===== src/rtl/alu_acc_n_if.sv =====
// Operand/control bus between the instruction controller and the accumulator ALU.
// The controller drives the master side; the ALU presents the slave side.
interface alu_acc_n_if #(
   parameter int WIDTH = 8
);
   logic             load;
   logic [WIDTH-1:0] din;
   logic             start;
   logic [1:0]       mode;
   logic [3:0]       s;
   logic             cin_n;
   logic [WIDTH-1:0] b;
   logic [WIDTH-1:0] acc;
   logic [WIDTH-1:0] acc_hi;
   logic             cout_n;
   logic             zero;
   logic             busy;
   logic             done;

   modport master (
      output load, din, start, mode, s, cin_n, b,
      input  acc, acc_hi, cout_n, zero, busy, done
   );

   modport slave (
      input  load, din, start, mode, s, cin_n, b,
      output acc, acc_hi, cout_n, zero, busy, done
   );
endinterface


===== src/rtl/alu_acc_n.sv =====
// Accumulator ALU: full 74181 logic/arithmetic set against acc (A) and b (B),
// registered carry/zero flags, and a WIDTH-cycle unsigned shift-add multiply.
module alu_acc_n #(
   parameter int WIDTH = 8
) (
   input logic        clk,
   input logic        rst_n,
   alu_acc_n_if.slave bus
);
   localparam int CW = $clog2(WIDTH + 1);
   localparam logic [CW-1:0] LAST_STEP = CW'(WIDTH - 1);

   typedef enum logic {
      IDLE,
      MUL
   } state_t;

   state_t           state;
   logic [WIDTH-1:0] acc_q;
   logic [WIDTH-1:0] acc_hi_q;
   logic             cout_n_q;
   logic             zero_q;
   logic             busy_q;
   logic             done_q;
   logic [WIDTH-1:0] mcand;
   logic [WIDTH-1:0] p_hi;
   logic [WIDTH-1:0] p_lo;
   logic [CW-1:0]    step;

   logic [WIDTH-1:0] logic_res;
   logic [WIDTH:0]   t_x;
   logic [WIDTH:0]   t_y;
   logic [WIDTH:0]   arith_sum;
   logic [WIDTH:0]   mul_sum;
   logic [WIDTH-1:0] mul_hi_next;
   logic [WIDTH-1:0] mul_lo_next;

   assign bus.acc    = acc_q;
   assign bus.acc_hi = acc_hi_q;
   assign bus.cout_n = cout_n_q;
   assign bus.zero   = zero_q;
   assign bus.busy   = busy_q;
   assign bus.done   = done_q;

   always_comb begin
      logic_res = '0;
      case (bus.s)
         4'h0: logic_res = ~acc_q;
         4'h1: logic_res = ~(acc_q | bus.b);
         4'h2: logic_res = ~acc_q & bus.b;
         4'h3: logic_res = '0;
         4'h4: logic_res = ~(acc_q & bus.b);
         4'h5: logic_res = ~bus.b;
         4'h6: logic_res = acc_q ^ bus.b;
         4'h7: logic_res = acc_q & ~bus.b;
         4'h8: logic_res = ~acc_q | bus.b;
         4'h9: logic_res = ~(acc_q ^ bus.b);
         4'hA: logic_res = bus.b;
         4'hB: logic_res = acc_q & bus.b;
         4'hC: logic_res = '1;
         4'hD: logic_res = acc_q | ~bus.b;
         4'hE: logic_res = acc_q | bus.b;
         default: logic_res = acc_q;
      endcase
   end

   // Both terms are zero-extended to WIDTH+1 so bit WIDTH of the sum is the
   // carry; "minus one" is realised by adding WIDTH ones in the low bits.
   always_comb begin
      logic [WIDTH:0] a;
      logic [WIDTH:0] bp;
      logic [WIDTH:0] bn;
      logic [WIDTH:0] ones;
      a    = {1'b0, acc_q};
      bp   = {1'b0, bus.b};
      bn   = {1'b0, ~bus.b};
      ones = {1'b0, {WIDTH{1'b1}}};
      t_x  = '0;
      t_y  = '0;
      case (bus.s)
         4'h0: begin t_x = a;       t_y = '0;     end
         4'h1: begin t_x = a | bp;  t_y = '0;     end
         4'h2: begin t_x = a | bn;  t_y = '0;     end
         4'h3: begin t_x = '0;      t_y = ones;   end
         4'h4: begin t_x = a;       t_y = a & bn; end
         4'h5: begin t_x = a | bp;  t_y = a & bn; end
         4'h6: begin t_x = a;       t_y = bn;     end
         4'h7: begin t_x = a & bn;  t_y = ones;   end
         4'h8: begin t_x = a;       t_y = a & bp; end
         4'h9: begin t_x = a;       t_y = bp;     end
         4'hA: begin t_x = a | bn;  t_y = a & bp; end
         4'hB: begin t_x = a & bp;  t_y = ones;   end
         4'hC: begin t_x = a;       t_y = a;      end
         4'hD: begin t_x = a | bp;  t_y = a;      end
         4'hE: begin t_x = a | bn;  t_y = a;      end
         default: begin t_x = a;    t_y = ones;   end
      endcase
      arith_sum = t_x + t_y + {{WIDTH{1'b0}}, ~bus.cin_n};
   end

   always_comb begin
      mul_sum     = {1'b0, p_hi} + (p_lo[0] ? {1'b0, mcand} : '0);
      mul_hi_next = mul_sum[WIDTH:1];
      mul_lo_next = {mul_sum[0], p_lo[WIDTH-1:1]};
   end

   // In MUL the product shifts through p_hi/p_lo; acc/acc_hi are only written
   // on the final step so the visible result never shows partial products.
   always_ff @(posedge clk or negedge rst_n) begin
      if (!rst_n) begin
         state    <= IDLE;
         acc_q    <= '0;
         acc_hi_q <= '0;
         cout_n_q <= 1'b1;
         zero_q   <= 1'b1;
         busy_q   <= 1'b0;
         done_q   <= 1'b0;
         mcand    <= '0;
         p_hi     <= '0;
         p_lo     <= '0;
         step     <= '0;
      end else begin
         done_q <= 1'b0;
         case (state)
            IDLE: begin
               if (bus.load) begin
                  acc_q  <= bus.din;
                  zero_q <= (bus.din == '0);
               end else if (bus.start) begin
                  case (bus.mode)
                     2'b00: begin
                        acc_q  <= logic_res;
                        zero_q <= (logic_res == '0);
                        done_q <= 1'b1;
                     end
                     2'b01: begin
                        acc_q    <= arith_sum[WIDTH-1:0];
                        cout_n_q <= ~arith_sum[WIDTH];
                        zero_q   <= (arith_sum[WIDTH-1:0] == '0);
                        done_q   <= 1'b1;
                     end
                     2'b10: begin
                        mcand  <= acc_q;
                        p_lo   <= bus.b;
                        p_hi   <= '0;
                        step   <= '0;
                        busy_q <= 1'b1;
                        state  <= MUL;
                     end
                     default: begin
                        done_q <= 1'b1;
                     end
                  endcase
               end
            end
            MUL: begin
               p_hi <= mul_hi_next;
               p_lo <= mul_lo_next;
               step <= step + CW'(1);
               if (step == LAST_STEP) begin
                  acc_q    <= mul_lo_next;
                  acc_hi_q <= mul_hi_next;
                  zero_q   <= ({mul_hi_next, mul_lo_next} == '0);
                  busy_q   <= 1'b0;
                  done_q   <= 1'b1;
                  state    <= IDLE;
               end
            end
         endcase
      end
   end
endmodule


===== src/flat_wrapper.sv =====
// flat-port wrapper written by rule: the top's interface ports become plain ports
module alu_acc_n_flat 
#(
   parameter int WIDTH = 8
)
  (clk, rst_n, bus_load, bus_din, bus_start, bus_mode, bus_s, bus_cin_n, bus_b, bus_acc, bus_acc_hi, bus_cout_n, bus_zero, bus_busy, bus_done);
  alu_acc_n_if #(.WIDTH(WIDTH)) bus_i ();
  input logic clk;
  input logic rst_n;
  input wire logic [$bits(bus_i.load)-1:0] bus_load;
  input wire logic [$bits(bus_i.din)-1:0] bus_din;
  input wire logic [$bits(bus_i.start)-1:0] bus_start;
  input wire logic [$bits(bus_i.mode)-1:0] bus_mode;
  input wire logic [$bits(bus_i.s)-1:0] bus_s;
  input wire logic [$bits(bus_i.cin_n)-1:0] bus_cin_n;
  input wire logic [$bits(bus_i.b)-1:0] bus_b;
  output wire logic [$bits(bus_i.acc)-1:0] bus_acc;
  output wire logic [$bits(bus_i.acc_hi)-1:0] bus_acc_hi;
  output wire logic [$bits(bus_i.cout_n)-1:0] bus_cout_n;
  output wire logic [$bits(bus_i.zero)-1:0] bus_zero;
  output wire logic [$bits(bus_i.busy)-1:0] bus_busy;
  output wire logic [$bits(bus_i.done)-1:0] bus_done;
  assign bus_i.load = bus_load;
  assign bus_i.din = bus_din;
  assign bus_i.start = bus_start;
  assign bus_i.mode = bus_mode;
  assign bus_i.s = bus_s;
  assign bus_i.cin_n = bus_cin_n;
  assign bus_i.b = bus_b;
  assign bus_acc = bus_i.acc;
  assign bus_acc_hi = bus_i.acc_hi;
  assign bus_cout_n = bus_i.cout_n;
  assign bus_zero = bus_i.zero;
  assign bus_busy = bus_i.busy;
  assign bus_done = bus_i.done;
  alu_acc_n #(.WIDTH(WIDTH)) u_core (.clk(clk), .rst_n(rst_n), .bus(bus_i));
endmodule

===== config.mk =====
export PLATFORM = sky130hd
export DESIGN_NAME = alu_acc_n_flat
export DESIGN_NICKNAME = d
export VERILOG_FILES = /design/src/rtl/alu_acc_n_if.sv /design/src/rtl/alu_acc_n.sv /design/src/flat_wrapper.sv
export SDC_FILE = /design/constraint.sdc
export NUM_CORES = 1
export LEC_CHECK = 0
export ABC_AREA = 1
export BUFFER_PORTS_ARGS = -buffer_cell sky130_fd_sc_hd__buf_4
export CAP_MARGIN = 20
export CORE_MARGIN = 3
export CORE_UTILIZATION = 45
export CTS_CLUSTER_DIAMETER = 30
export DETAILED_ROUTE_END_ITERATION = 6
export HOLD_SLACK_MARGIN = 0.06
export PLACE_DENSITY_LB_ADDON = 0.1
export SYNTH_ARGS = -nofsm -noshare
export SYNTH_HDL_FRONTEND = slang
export SYNTH_SLANG_ARGS = --single-unit

===== constraint.sdc =====
create_clock -name clk -period 3.6 [get_ports clk]
set_input_delay 0.72 -clock clk [delete_from_list [all_inputs] [get_ports clk]]
set_output_delay 0.72 -clock clk [all_outputs]
set_load 0.02 [all_outputs]

==> impl_results.md <==
- RR Endpoint: u_core.bus.zero
- Seq/Total Area, Yosys: 25.9%
- Finished Core Util: 54.6%
- Post-synth ARST share: 100%
- TritonCTS clock tree: built
- CP peak stage delay: 0.52 ns
- Core area: 10000 sq um
- Clock slew at reported path FFs: 0.09 ns
- Sw Ratio: 48.7%
- Layout Nets: 872
- Crit Path Category: reg -> reg
- Setup crit end kind: register
- Synthesized flop and latch total: 49
- Final instance area: 5460 sq um
- Min cycle time layout: 3.34 ns
- Root buffer cell: clkbuf_8
- Worst-Margin Slew: 0.823 ns
- HP Class: in -> async
- Total track usage: 26.7%
- Vias in the first global route: 4885
- Critical Path Start Type: register
- Cells after synthesis: 736
- GR Overflow Total: 0
- CTS Buf Count: 5
- Post-cts repair resize count: 0
- Unrepaired setup endpoints after global routing: false
- Worst-skew pair later-pin latency: 0.31 ns
- Tcrit/Tclk final: 92.9%
- R2R setup slack: 0.26 ns
- DR iter-0 viols: 480
- Final WL: 15300 um
- Row count: 36
- Initial antenna violation count: 0
- Most common cell after layout, fill and taps aside: nand2_1
- Critical path data arrival time: 3.58 ns
- CTS max path bufs: 2
- Synth Cell Area: 4740 sq um
- Sw power: 0.00157 W
- Critical-path cell list: inv_1 > ha_1 > o21ai_0 > nor2_1 > a21oi_1 > fa_1 > inv_1 > fa_1 > nand3b_1 > nand2_1 > a21oi_1 > o21bai_1 > xnor2_1 > nand3_1 > nand2_1 > nand2_1 > a21oi_1
- Worst-path maximum fanout: 5
- Final ANT Viol Nets: 0
- H-tree levels: 2
- Max Freq: 299 MHz
- Top FF cell, synth: dfrtp_1
- Detailed placement HPWL: 12200 um
- Post-CTS Setup Repair Bufs: 0
- Placed inst area: 5340 sq um
- WP data required: 3.84 ns
- Design Power: 0.00322 W
- VDD IR max: 0.394 mV
- Status: completed
- Setup crit end: u_core.bus.zero
- Vias: 5152
- Wire per inst: 16.5 um
- R2r worst-path depth: 17
- Die Ht: 109 um
- Fin. Hold Viols: 0
- TNS Setup: 0 ns
- Drt drc: 0
- Syn avg cell area: 6.44 sq um
- ANT cells: 0
- Die W: 109 um
- Maxcap violations: 0
- Global-route wire length before repair: 24700 um
- Post-Synthesis Net Count: 814
- Final setup viols: 0
- Place WS: 0.104 ns
- Largest net degree at the start of global routing: 50
- Layout cells sized above 1: 10.6%
- P_int: 0.00165 W
- Final Wtd Congestion: 0.964
- Post-synth EDFFs: 0
- Power density over cell area: 590 nW/um^2
- Initial Utilization: 47.4%
- Fin. max-slew vios: 0
- Synth warn: 0
- Yosys cell types: 37
- Clock sink count: 49
- Final setup margin: 0.257 ns
- Seq pwr share: 30.8%
- Max transition margin: 45.0%
- Fillcell total: 1026
- Critical path startpoint: u_core.bus.acc[0]
- Comb pwr share: 56.2%
- Worst r2r src: u_core.bus.acc[0]
- Hold_buf cts: 0
- Pre-antenna DRT Iters: 7
- Clock Power Share: 13.0%
- IO Pins: 47
- Commonest non-fill, non-tap cells in the layout: nand2_1, nor2_1, inv_1
- Setup Skew: 0.00804 ns
- DIE AREA: 11800 sq um
- Port bufs: 46
- Vias per inst: 5.55
- Leakage: 2.85 nW
- Area Growth Syn to Fin: 15.1%
- Worst path slowest cell: dfrtp_1
==> registers in the layout, indices dropped and copies added (netlist names), 4 cells and up <==
signal / count
u_core.bus.acc: 8
u_core.bus.acc_hi: 8
u_core.mcand: 8
u_core.p_hi: 8
u_core.p_lo: 8
u_core.step: 4
==> cell usage after synthesis, types with 2 or more instances <==
library cell	n	area, sq um
nor2_1	86	323
nor3_1	7	35.0
o22ai_1	6	37.5
inv_1	85	319
nor4_1	2	12.5
o21ai_1	8	40.0
dfstp_2	2	52.6
nand4_1	6	37.5
nand3_1	41	205
nand3b_1	6	45.0
buf_2	5	25.0
nand2_1	228	856
a221oi_1	2	17.5
ha_1	48	601
dfrtp_1	47	1180
o21bai_1	3	22.5
fa_1	3	60.1
inv_2	4	15.0
a22oi_1	2	15.0
xnor2_1	4	35.0
o221ai_1	5	43.8
a21oi_1	34	170
nor2_2	2	12.5
a31oi_1	7	43.8
o2111ai_1	7	61.3
o211ai_1	7	52.6
o21ai_0	55	275
clkbuf_1	9	33.8
xor2_1	7	61.3
==> logic make-up (layout without fill, tap and decap cells) <==
family | Yosys count | count (layout) | synth area share (%)
buffers and inverters | 105 | 164 | 8.47
adder cells (fa/ha/maj) | 51 | 51 | 13.9
AO/OA/AOI/OAI | 140 | 140 | 17.2
XOR/XNOR | 11 | 11 | 2.03
AND/OR/NAND/NOR | 380 | 380 | 32.4
flip-flops | 49 | 49 | 25.9
==> worst max-delay path, delay by kind of cell, from the launching register on <==
| kind | cells | cell delay, ns |
|---|---|---|
| xor gates and xnor gates | 1 | 0.18 |
| AOI/OAI and AO/OA | 5 | 0.84 |
| DFF | 1 | 0.52 |
| and+or+nand+nor | 6 | 0.55 |
| buffers and inverters | 2 | 0.24 |
| adders and majority gates | 3 | 0.93 |
==> power by group through the flow <==
stage               registers, W  logic [W]  clock network [W]
finish                  0.000994    0.00181           0.000419
global route             0.00102    0.00203           0.000450
CTS                     0.000990    0.00180           0.000420
detailed placement      0.000997    0.00179                  0
global placement        0.000999    0.00177                  0
floorplan                0.00102    0.00115                  0
==> how the worst min path moves through the flow <==
stage	startpoint	to	slack (ns)	depth (start not counted)
after floorplan	rst_n	u_core.bus.acc[0]	0.42	0
after global placement	u_core.bus.busy	u_core.bus.busy	0.47	2
after detailed placement	u_core.bus.busy	u_core.bus.busy	0.47	2
after CTS	rst_n	u_core.p_hi[6]	0.45	1
after global routing	rst_n	u_core.p_hi[6]	0.45	1
final	rst_n	u_core.p_hi[6]	0.42	1
==> through the flow <==
step / hold slack (ns) / std cells
after global routing: 0.455 / 928
after detailed placement: 0.472 / 920
after floorplan: 0.424 / 736
after CTS: 0.446 / 928
after global placement: 0.469 / 920
final: 0.418 / 928
==> final cells by class <==
| type | instances | area [sq um] | area share (%) |
|---|---|---|---|
| clock buffers | 6 | 82.6 | 1.51 |
| clock inverters | 2 | 37.5 | 0.687 |
| inverters | 90 | 338 | 6.19 |
| multi-input cells | 582 | 3110 | 57.0 |
| flip-flops and latches | 49 | 1230 | 22.5 |
| well taps | 133 | 166 | 3.05 |
| repair buffers | 66 | 495 | 9.07 |
==> routing by layer <==
layer  GRT usage [%]  vias up  wire (um)
li1                -     2526          -
met1            39.3     2399       7270
met2            41.6      205       6690
met3            4.97       22       1190
met4            4.15        0        175
met5               0        -          0
Power figures use the tool's default switching activity.
